===== config.mk =====
export PLATFORM = sky130hd
export DESIGN_NAME = coeff_token_enc02_flat
export DESIGN_NICKNAME = d
export VERILOG_FILES = /design/src/rtl/coeff_token_enc02_if.sv /design/src/rtl/coeff_token_enc02.sv /design/src/flat_wrapper.sv
export SDC_FILE = /design/constraint.sdc
export NUM_CORES = 1
export LEC_CHECK = 0
export CELL_PAD_IN_SITES_DETAIL_PLACEMENT = 0
export CELL_PAD_IN_SITES_GLOBAL_PLACEMENT = 1
export CORE_MARGIN = 1
export CORE_UTILIZATION = 40
export DETAILED_ROUTE_END_ITERATION = 6
export PLACE_DENSITY = 0.7
export SYNTH_ARGS = -nofsm -noshare
export SYNTH_HDL_FRONTEND = slang
export SYNTH_SLANG_ARGS = --single-unit

===== constraint.sdc =====
create_clock -name clk -period 1.8 [get_ports clk]
set_input_delay 0.36 -clock clk [delete_from_list [all_inputs] [get_ports clk]]
set_output_delay 0.36 -clock clk [all_outputs]
set_load 0.01 [all_outputs]

===== src/rtl/coeff_token_enc02_if.sv =====
// coeff_token_enc02_if -- request/codeword bus for the coeff_token encoder.
// Carries the token request handshake and the serial codeword stream.
// The token_err line exists only when CT_ENC02_ERR_EN is defined.
// master: the side that issues tokens and consumes codeword bits.
// slave:  the encoder itself.
interface coeff_token_enc02_if;
  logic       in_valid;
  logic       in_ready;
  logic [4:0] total_coeff;
  logic [1:0] trailing_ones;
  logic       out_valid;
  logic       out_bit;
  logic       out_last;
  logic       out_ready;
  logic [4:0] code_len;
`ifdef CT_ENC02_ERR_EN
  logic       token_err;
`endif

`ifdef CT_ENC02_ERR_EN
  modport master (
    output in_valid, total_coeff, trailing_ones, out_ready,
    input  in_ready, out_valid, out_bit, out_last, code_len, token_err
  );

  modport slave (
    input  in_valid, total_coeff, trailing_ones, out_ready,
    output in_ready, out_valid, out_bit, out_last, code_len, token_err
  );
`else
  modport master (
    output in_valid, total_coeff, trailing_ones, out_ready,
    input  in_ready, out_valid, out_bit, out_last, code_len
  );

  modport slave (
    input  in_valid, total_coeff, trailing_ones, out_ready,
    output in_ready, out_valid, out_bit, out_last, code_len
  );
`endif
endinterface


===== src/rtl/coeff_token_enc02.sv =====
// coeff_token_enc02 -- H.264 coeff_token VLC encoder, 0 <= nC < 2 table.
// Accepts a (TotalCoeff, TrailingOnes) pair, looks up its codeword and
// streams it out MSB first, one bit per consumed transfer.
// Illegal pairs are consumed without producing a codeword.
// Optional feature macro: CT_ENC02_ERR_EN -- adds a one-cycle token_err
// pulse following the acceptance of an illegal pair.
module coeff_token_enc02 (
  input  logic                 clk,
  input  logic                 rst_n,
  coeff_token_enc02_if.slave   bus
);

  localparam logic [0:0] IDLE  = 1'b0;
  localparam logic [0:0] SHIFT = 1'b1;

  logic [0:0]  state;
  logic [15:0] shift_reg;
  logic [4:0]  rem_cnt;
  logic [4:0]  code_len_q;
  logic [15:0] lut_code;
  logic [4:0]  lut_len;
  logic [4:0]  just_amt;
  logic [15:0] just_code;
  logic        pair_legal;
  logic        accept;

  // Legality of the presented pair; TrailingOnes can never exceed 3 by width
  always_comb begin
    pair_legal = (bus.total_coeff <= 5'd16) &&
                 ({3'b000, bus.trailing_ones} <= bus.total_coeff);
  end

  // Codeword table, right-justified value plus length; illegal pairs map to length 0
  always_comb begin
    lut_code = 16'd0;
    lut_len  = 5'd0;
    case ({bus.total_coeff, bus.trailing_ones})
      {5'd0,  2'd0}: begin lut_code = 16'd1;  lut_len = 5'd1;  end
      {5'd1,  2'd0}: begin lut_code = 16'd5;  lut_len = 5'd6;  end
      {5'd1,  2'd1}: begin lut_code = 16'd1;  lut_len = 5'd2;  end
      {5'd2,  2'd0}: begin lut_code = 16'd7;  lut_len = 5'd8;  end
      {5'd2,  2'd1}: begin lut_code = 16'd4;  lut_len = 5'd6;  end
      {5'd2,  2'd2}: begin lut_code = 16'd1;  lut_len = 5'd3;  end
      {5'd3,  2'd0}: begin lut_code = 16'd7;  lut_len = 5'd9;  end
      {5'd3,  2'd1}: begin lut_code = 16'd6;  lut_len = 5'd8;  end
      {5'd3,  2'd2}: begin lut_code = 16'd5;  lut_len = 5'd7;  end
      {5'd3,  2'd3}: begin lut_code = 16'd3;  lut_len = 5'd5;  end
      {5'd4,  2'd0}: begin lut_code = 16'd7;  lut_len = 5'd10; end
      {5'd4,  2'd1}: begin lut_code = 16'd6;  lut_len = 5'd9;  end
      {5'd4,  2'd2}: begin lut_code = 16'd5;  lut_len = 5'd8;  end
      {5'd4,  2'd3}: begin lut_code = 16'd3;  lut_len = 5'd6;  end
      {5'd5,  2'd0}: begin lut_code = 16'd7;  lut_len = 5'd11; end
      {5'd5,  2'd1}: begin lut_code = 16'd6;  lut_len = 5'd10; end
      {5'd5,  2'd2}: begin lut_code = 16'd5;  lut_len = 5'd9;  end
      {5'd5,  2'd3}: begin lut_code = 16'd4;  lut_len = 5'd7;  end
      {5'd6,  2'd0}: begin lut_code = 16'd15; lut_len = 5'd13; end
      {5'd6,  2'd1}: begin lut_code = 16'd6;  lut_len = 5'd11; end
      {5'd6,  2'd2}: begin lut_code = 16'd5;  lut_len = 5'd10; end
      {5'd6,  2'd3}: begin lut_code = 16'd4;  lut_len = 5'd8;  end
      {5'd7,  2'd0}: begin lut_code = 16'd11; lut_len = 5'd13; end
      {5'd7,  2'd1}: begin lut_code = 16'd14; lut_len = 5'd13; end
      {5'd7,  2'd2}: begin lut_code = 16'd5;  lut_len = 5'd11; end
      {5'd7,  2'd3}: begin lut_code = 16'd4;  lut_len = 5'd9;  end
      {5'd8,  2'd0}: begin lut_code = 16'd8;  lut_len = 5'd13; end
      {5'd8,  2'd1}: begin lut_code = 16'd10; lut_len = 5'd13; end
      {5'd8,  2'd2}: begin lut_code = 16'd13; lut_len = 5'd13; end
      {5'd8,  2'd3}: begin lut_code = 16'd4;  lut_len = 5'd10; end
      {5'd9,  2'd0}: begin lut_code = 16'd15; lut_len = 5'd14; end
      {5'd9,  2'd1}: begin lut_code = 16'd14; lut_len = 5'd14; end
      {5'd9,  2'd2}: begin lut_code = 16'd9;  lut_len = 5'd13; end
      {5'd9,  2'd3}: begin lut_code = 16'd4;  lut_len = 5'd11; end
      {5'd10, 2'd0}: begin lut_code = 16'd11; lut_len = 5'd14; end
      {5'd10, 2'd1}: begin lut_code = 16'd10; lut_len = 5'd14; end
      {5'd10, 2'd2}: begin lut_code = 16'd13; lut_len = 5'd14; end
      {5'd10, 2'd3}: begin lut_code = 16'd12; lut_len = 5'd13; end
      {5'd11, 2'd0}: begin lut_code = 16'd15; lut_len = 5'd15; end
      {5'd11, 2'd1}: begin lut_code = 16'd14; lut_len = 5'd15; end
      {5'd11, 2'd2}: begin lut_code = 16'd9;  lut_len = 5'd14; end
      {5'd11, 2'd3}: begin lut_code = 16'd12; lut_len = 5'd14; end
      {5'd12, 2'd0}: begin lut_code = 16'd11; lut_len = 5'd15; end
      {5'd12, 2'd1}: begin lut_code = 16'd10; lut_len = 5'd15; end
      {5'd12, 2'd2}: begin lut_code = 16'd13; lut_len = 5'd15; end
      {5'd12, 2'd3}: begin lut_code = 16'd8;  lut_len = 5'd14; end
      {5'd13, 2'd0}: begin lut_code = 16'd15; lut_len = 5'd16; end
      {5'd13, 2'd1}: begin lut_code = 16'd1;  lut_len = 5'd15; end
      {5'd13, 2'd2}: begin lut_code = 16'd9;  lut_len = 5'd15; end
      {5'd13, 2'd3}: begin lut_code = 16'd12; lut_len = 5'd15; end
      {5'd14, 2'd0}: begin lut_code = 16'd11; lut_len = 5'd16; end
      {5'd14, 2'd1}: begin lut_code = 16'd14; lut_len = 5'd16; end
      {5'd14, 2'd2}: begin lut_code = 16'd13; lut_len = 5'd16; end
      {5'd14, 2'd3}: begin lut_code = 16'd8;  lut_len = 5'd15; end
      {5'd15, 2'd0}: begin lut_code = 16'd7;  lut_len = 5'd16; end
      {5'd15, 2'd1}: begin lut_code = 16'd10; lut_len = 5'd16; end
      {5'd15, 2'd2}: begin lut_code = 16'd9;  lut_len = 5'd16; end
      {5'd15, 2'd3}: begin lut_code = 16'd12; lut_len = 5'd16; end
      {5'd16, 2'd0}: begin lut_code = 16'd4;  lut_len = 5'd16; end
      {5'd16, 2'd1}: begin lut_code = 16'd6;  lut_len = 5'd16; end
      {5'd16, 2'd2}: begin lut_code = 16'd5;  lut_len = 5'd16; end
      {5'd16, 2'd3}: begin lut_code = 16'd8;  lut_len = 5'd16; end
      default:       begin lut_code = 16'd0;  lut_len = 5'd0;  end
    endcase
  end

  // Left-justify the codeword so the first bit to send sits in bit 15
  always_comb begin
    just_amt  = 5'd16 - lut_len;
    just_code = lut_code << just_amt;
  end

  // A request is consumed whenever the block is idle, legal or not
  always_comb begin
    accept = (state == IDLE) && bus.in_valid;
  end

  // Two-state sequencer: load a legal codeword on accept, shift it out on each transfer
  always_ff @(posedge clk or negedge rst_n) begin
    if (!rst_n) begin
      state      <= IDLE;
      shift_reg  <= 16'd0;
      rem_cnt    <= 5'd0;
      code_len_q <= 5'd0;
    end else begin
      case (state)
        IDLE: begin
          if (accept && pair_legal) begin
            shift_reg  <= just_code;
            rem_cnt    <= lut_len;
            code_len_q <= lut_len;
            state      <= SHIFT;
          end
        end
        SHIFT: begin
          if (bus.out_ready) begin
            shift_reg <= {shift_reg[14:0], 1'b0};
            rem_cnt   <= rem_cnt - 5'd1;
            if (rem_cnt == 5'd1) begin
              state <= IDLE;
            end
          end
        end
        default: begin
          state <= IDLE;
        end
      endcase
    end
  end

`ifdef CT_ENC02_ERR_EN
  logic token_err_q;

  // One-cycle flag raised after an illegal pair has been consumed
  always_ff @(posedge clk or negedge rst_n) begin
    if (!rst_n) begin
      token_err_q <= 1'b0;
    end else begin
      token_err_q <= accept && !pair_legal;
    end
  end

  assign bus.token_err = token_err_q;
`endif

  // Output decode straight from state and the shift register MSB
  always_comb begin
    bus.in_ready  = (state == IDLE);
    bus.out_valid = (state == SHIFT);
    bus.out_bit   = (state == SHIFT) && shift_reg[15];
    bus.out_last  = (state == SHIFT) && (rem_cnt == 5'd1);
    bus.code_len  = code_len_q;
  end

endmodule


===== src/flat_wrapper.sv =====
// flat-port wrapper written by rule: the top's interface ports become plain ports
module coeff_token_enc02_flat 
  (clk, rst_n, bus_in_valid, bus_total_coeff, bus_trailing_ones, bus_out_ready, bus_in_ready, bus_out_valid, bus_out_bit, bus_out_last, bus_code_len);
  coeff_token_enc02_if bus_i ();
  input  logic clk;
  input  logic rst_n;
  input wire logic [$bits(bus_i.in_valid)-1:0] bus_in_valid;
  input wire logic [$bits(bus_i.total_coeff)-1:0] bus_total_coeff;
  input wire logic [$bits(bus_i.trailing_ones)-1:0] bus_trailing_ones;
  input wire logic [$bits(bus_i.out_ready)-1:0] bus_out_ready;
  output wire logic [$bits(bus_i.in_ready)-1:0] bus_in_ready;
  output wire logic [$bits(bus_i.out_valid)-1:0] bus_out_valid;
  output wire logic [$bits(bus_i.out_bit)-1:0] bus_out_bit;
  output wire logic [$bits(bus_i.out_last)-1:0] bus_out_last;
  output wire logic [$bits(bus_i.code_len)-1:0] bus_code_len;
  assign bus_i.in_valid = bus_in_valid;
  assign bus_i.total_coeff = bus_total_coeff;
  assign bus_i.trailing_ones = bus_trailing_ones;
  assign bus_i.out_ready = bus_out_ready;
  assign bus_in_ready = bus_i.in_ready;
  assign bus_out_valid = bus_i.out_valid;
  assign bus_out_bit = bus_i.out_bit;
  assign bus_out_last = bus_i.out_last;
  assign bus_code_len = bus_i.code_len;
  coeff_token_enc02 u_core (.clk(clk), .rst_n(rst_n), .bus(bus_i));
endmodule

# Word-level counts from Yosys, hierarchy flattened

Memories as Yosys holds them, arrays and structs flattened.
Index checks and enable logic that the tools add are counted.

Flip-flop bits (word level): 27
ROM bits: 1,152
Input bits: 11
Word-level logic and storage cells: 31
Memories: 1

$add $sub $neg: 2
Magnitude comparators: 2
Eq/ne operators: 3
Shifts and indexed selects: 1
Muxes and demuxes: 10
Bitwise logic cells: 1
Reduce and logical (&&, ||, !) cells: 7

Memory list:

| name             | words | bits a word | read ports | clocked after memory_dff | write ports | line                    | text |
|---|---|---|---|---|---|---|---|
| (name not given) | 128   | 9           | 1          | 0                        | 0           | coeff_token_enc02.sv:37 | `case ({bus.total_coeff, bus.trailing_ones})` |

Operators by type and width:

| kind                | count |
|---|---|
| $mux 16             | 2 |
| $pmux 16 s2         | 1 |
| $shl 16x5->16       | 1 |
| $mux 5              | 2 |
| $pmux 5 s2          | 1 |
| $eq 5x1->1 const B  | 1 |
| $le 2x5->1          | 1 |
| $le 5x5->1 const B  | 1 |
| $logic_and 1x1->1   | 5 |
| $sub 5x1->5 const B | 1 |
| $sub 5x5->5 const A | 1 |
| $reduce_and 2->1    | 2 |
| $mux 1              | 3 |
| $ne 2x1->1 const B  | 1 |
| $ne 2x2->1 const B  | 1 |
| $pmux 1 s2          | 1 |
| $not 1->1           | 1 |

# Depth between registers and ports, before layout

Word-level depth: 5
Gate-level depth with buffers: 16
Depth with buffers taken out: 13

# Least setup slack after synthesis

No wires, ideal clock.

Path type: in2reg
Start: input port bus_trailing_ones[1]
End: register u_core.shift_reg[13]
Setup time: 65 ps
Data arrival time: 3,179 ps
Data required time: 1,735 ps
Slack: -1,444 ps
Stages on the path: 16
Path buffers: 3
Cell sequence: buf_2 inv_1 ha_1 buf_2 nand2b_1 a2bb2oi_1 o2111a_1 a31oi_1 buf_4 ha_1 inv_1 a311oi_1 mux2i_1 nor3b_4 a21boi_1 o22a_1

Cells in the longest elaborated chain, start to end: 5
Elaborated cells between the ends (all ways): 10
Classes of those cells: add/sub (1); order compare (1); eq/ne (1); shift (1); mux (2); reduce/logical (3); memory (1)

RTL lines:

| item                                               | line                                               | text |
|---|---|---|
| start: declaration                                 | flat_wrapper.sv:9                                  | `input wire logic [$bits(bus_i.trailing_ones)-1:0] bus_trailing_ones;` |
| $mem_v2 128x9 or $le 2x5->1 (tied branches)        | n/a                                                |  |
| $sub 5x5->5 or $logic_and 1x1->1 (tied branches)   | coeff_token_enc02.sv:106, coeff_token_enc02.sv:29  |  |
| $shl 16x5->16 or $logic_and 1x1->1 (tied branches) | coeff_token_enc02.sv:107, coeff_token_enc02.sv:125 |  |
| $mux 16 or $ne 2x1->1 (tied branches)              | n/a                                                |  |
| $pmux 16 s2 or $reduce_and 2->1 (tied branches)    | n/a                                                |  |
| end signal: assignment                             | coeff_token_enc02.sv:126                           | `shift_reg <= just_code;` |
| end signal: assignment                             | coeff_token_enc02.sv:134                           | `shift_reg <= {shift_reg[14:0], 1'b0};` |
| end: declaration                                   | coeff_token_enc02.sv:17                            | `logic [15:0] shift_reg;` |

Parallel ways exist; a longest one is shown, timed or not. The select of a mux whose other input is x is not followed.
A chain may end at the register's enable or synchronous reset.

# Worst setup path after layout

Start: input port bus_trailing_ones[0]
End: register u_core.shift_reg[5]

Same word-level chain as after synthesis.

==> flow_summary.toml <==
[routing]
drt-wirelength-per-cell_um = 17.7
drc_violations_left = 0
drt_pass1_iterations = 4
via_count = 2959
drt_iter0_markers = 137
routed_via_density = 5.73
post_drt_antenna_nets = 0
postRouteWirelength_um = 9140

[worst_setup_path]
critical_path.top_delay_family = "compound AO/OA/AOI/OAI gates"
critical_path.cell_chain = "buf_8, buf_6, ha_4, nor2b_4, o221ai_4, a31oi_4, ha_4, inv_2, a311oi_2, mux2i_2, buf_4, o21a_4, a21boi_1, o22a_1"
critPathRequiredTime_ns = 2.02
critical_path.most_common_cell = "ha_4"
rr_worst_depth = 6
setup.worst_path.end_class = "flip-flop"
crit_path_max_fanout = 8
worst-path-buf-inv = 4
crit_path_top_delay_cell = "mux2i_2"
regToRegSetupSlack_ns = 0.10
timing.rr.start = "u_core.bus.out_valid$_DFF_PN0_"
critical_path_launch_point_type = "input pin"
cpPeakStageDelay_ns = 0.33
worst-path-stages = 14
worst-setup-path-type = "in -> reg"
crit-reg2reg-capture = "u_core.shift_reg[5]$_DFFE_PN0P_"
worst-endpoint-arrival_ns = 2.84

[global_routing]
global_route.usage.met2_pct = 44.1
first_global_vias = 2797
groute.layer.met3.usage_pct = 4.62
grt_peak_use_layer = "met2"
global_route.usage.total_pct = 27.6
antenna_found_initial = 0
grt_start_max_net_pins = 28
grt_use_met1_pct = 40.3
grt-ovfl-total = 0
grt_pass1_wl_um = 14100

[sta]
final-max-slew-violation-count = 0
timing.final.ws_setup_ns = -0.821
setup-violations-final = 27
setup-tns-final_ns = -14.87
timing_worst_slew_pin_value_ns = 0.704
slew-limit-headroom_pct = 52.5
maximum_clock_frequency_mhz = 381
post-route-min-period_ns = 2.62
period_share_pct = 146
rsz_0062_raised_after_global_routing = "yes"
hold_viol_final = 0
worst_clock_skew_ns = 0.0105

[power_and_ir_drop]
ir_worst_vdd_mv = 0.885
power_density_nw_per_um2 = 931
cellLeakagePower_nw = 1.86
comb_power_share_pct = 64.9
sequentialPowerShare_pct = 26.5
intPower_w = 0.00242
p_sw_w = 0.00169
clockPowerShare_pct = 8.6
power.switching_fraction_pct = 41.1

[synth]
yosysTopAreaCellShare_pct = 26.0
netlist_area_um2 = 2600
synth.ff_latch_count = 27
postSynthCellCount = 319
yosysWarningCount = 0
async_reset_ff_share_pct = 100
synth-seq-area-share_pct = 26.0
synth_cell_type_count = 70
post-synth-top-area-cell = "dfrtp_1"
syn_nets = 342
post_synth_main_area_contributors = "dfrtp_1 (26%), a21oi_1 (6.2%), ha_1 (5.8%), nand2_1 (4.9%), o21ai_0 (4.0%)"
post_synth.cell_area_avg_um2 = 8.14
yosys_most_used_dff = "dfrtp_1"
number_of_flops_mapped_to_enable_cells_by_yosys = 0

[finish]
post_layout_nonfiller_instances = 516
fin_util_pct = 72.3
area_growth_syn_to_layout_pct = 69.8
final_layout_size_suffix_gt1_share_pct = 52.2
layout_commonest_cell = "buf_4"
final_nets = 465
antenna-diode-count = 0
largest_register_ffs = 16
layout.cells.most_common_list = "buf_4 (92), dfrtp_1 (27), nand2_1 (26)"

[run]
maxCapViolCount = 0

[die]
floorplan.initialDensity_pct = 42.6
pin_count = 20
die_area_um2 = 6820
die_x_um = 82.6
die-height_um = 82.6
rows = 28
core-area_um2 = 6100

[placed_design]
globalplace.congestion = 0.876
dpl.cell_count = 489
place.port_buffers = 19
worst_slack_at_placement_ns = -1.71
hpwlAfterDp_um = 6180

[clocking]
clockBufferDepth = 2
cts_tree = "built"
cts_root_buf = "clkbuf_8"
clock_pin_slew_worst_setup_and_hold_paths_ns = 0.10
htree_depth = 1
insertion_delay_ns = 0.28
tritoncts.num_buffers = 3
clock_sinks = 27

[worst_hold_path]
worst_hold_path_type = "in -> async"

[run_status]
run_status = "finished with violations"
failed_checks = "setup timing"
-- cell families after synthesis --
logic type	after synthesis	share of synthesized area, %
buf+inv	34	7.28
mux	12	4.77
simple gates	122	25.0
xor+xnor	2	0.964
compound gates	110	30.2
fa+ha+maj	12	5.78
flops	27	26.0
-- layer usage --
metal | wire (um) | share of wire, %
met5 | 0 | 0
met1 | 4360 | 48
met2 | 4210 | 46
met3 | 508 | 5.6
met4 | 58 | 0.63
-- worst max path at each step --
stage	endpoint	start	slack [ns]
after global routing	u_core.shift_reg[13]$_DFFE_PN0P_	bus_trailing_ones[1]	-0.95
after floorplan	u_core.shift_reg[13]$_DFFE_PN0P_	bus_trailing_ones[1]	-1.10
after CTS	u_core.shift_reg[13]$_DFFE_PN0P_	bus_trailing_ones[1]	-0.81
after detailed placement	u_core.shift_reg[13]$_DFFE_PN0P_	bus_trailing_ones[0]	-1.71
final	u_core.shift_reg[5]$_DFFE_PN0P_	bus_trailing_ones[0]	-0.82
after global placement	u_core.shift_reg[13]$_DFFE_PN0P_	bus_trailing_ones[0]	-1.60
-- stage by stage --
step / power (W) / instance area [um2] / hold WS [ns]
6_report: 0.00411 / 4410 / 0.450
5_1_grt: 0.00438 / 4410 / 0.493
4_1_cts: 0.00382 / 4180 / 0.455
3_5_place_dp: 0.00304 / 3550 / 0.477
3_3_place_gp: 0.00301 / 3550 / 0.458
2_1_floorplan: 0.00218 / 2720 / 0.0644
-- synth_stat cells, drive strengths merged (4+ instances only) --
| cell | count |
|---|---|
| a21boi | 4 |
| a21oi | 32 |
| a221oi | 7 |
| a31oi | 6 |
| a32oi | 5 |
| and3 | 5 |
| buf | 16 |
| clkbuf | 7 |
| dfrtp | 27 |
| ha | 12 |
| inv | 9 |
| mux2i | 9 |
| nand2 | 34 |
| nand2b | 11 |
| nand3 | 13 |
| nor2 | 23 |
| nor2b | 7 |
| nor3 | 9 |
| o21ai | 22 |
-- timing repair --
action | in CTS | in global routing
setup endpoints to repair | 29 | 29
hold buffers | 0 | 0
resized for setup | 122 | 59
pin swaps | 23 | 25
setup buffers | 13 | 10
cloned | 6 | 0
-- area by class of cell --
| cell class | count | area (um2) |
|---|---|---|
| Clock buffer | 4 | 45.0 |
| Fill cell | 465 | 1690 |
| Inverter | 11 | 60.1 |
| Multi-Input combinational cell | 258 | 2260 |
| Sequential cell | 27 | 676 |
| Tap cell | 75 | 93.8 |
| Timing Repair Buffer | 141 | 1270 |
-- power groups by stage --
stage | Sequential [W] | Combinational [W] | Clock, W
after floorplan | 0.00107 | 0.00110 | 0
after detailed placement | 0.00106 | 0.00199 | 0
after global placement | 0.00105 | 0.00196 | 0
after global routing | 0.00112 | 0.00289 | 0.000372
after CTS | 0.00106 | 0.00240 | 0.000357
final | 0.00109 | 0.00267 | 0.000354
Power figures use the tool's default switching activity.
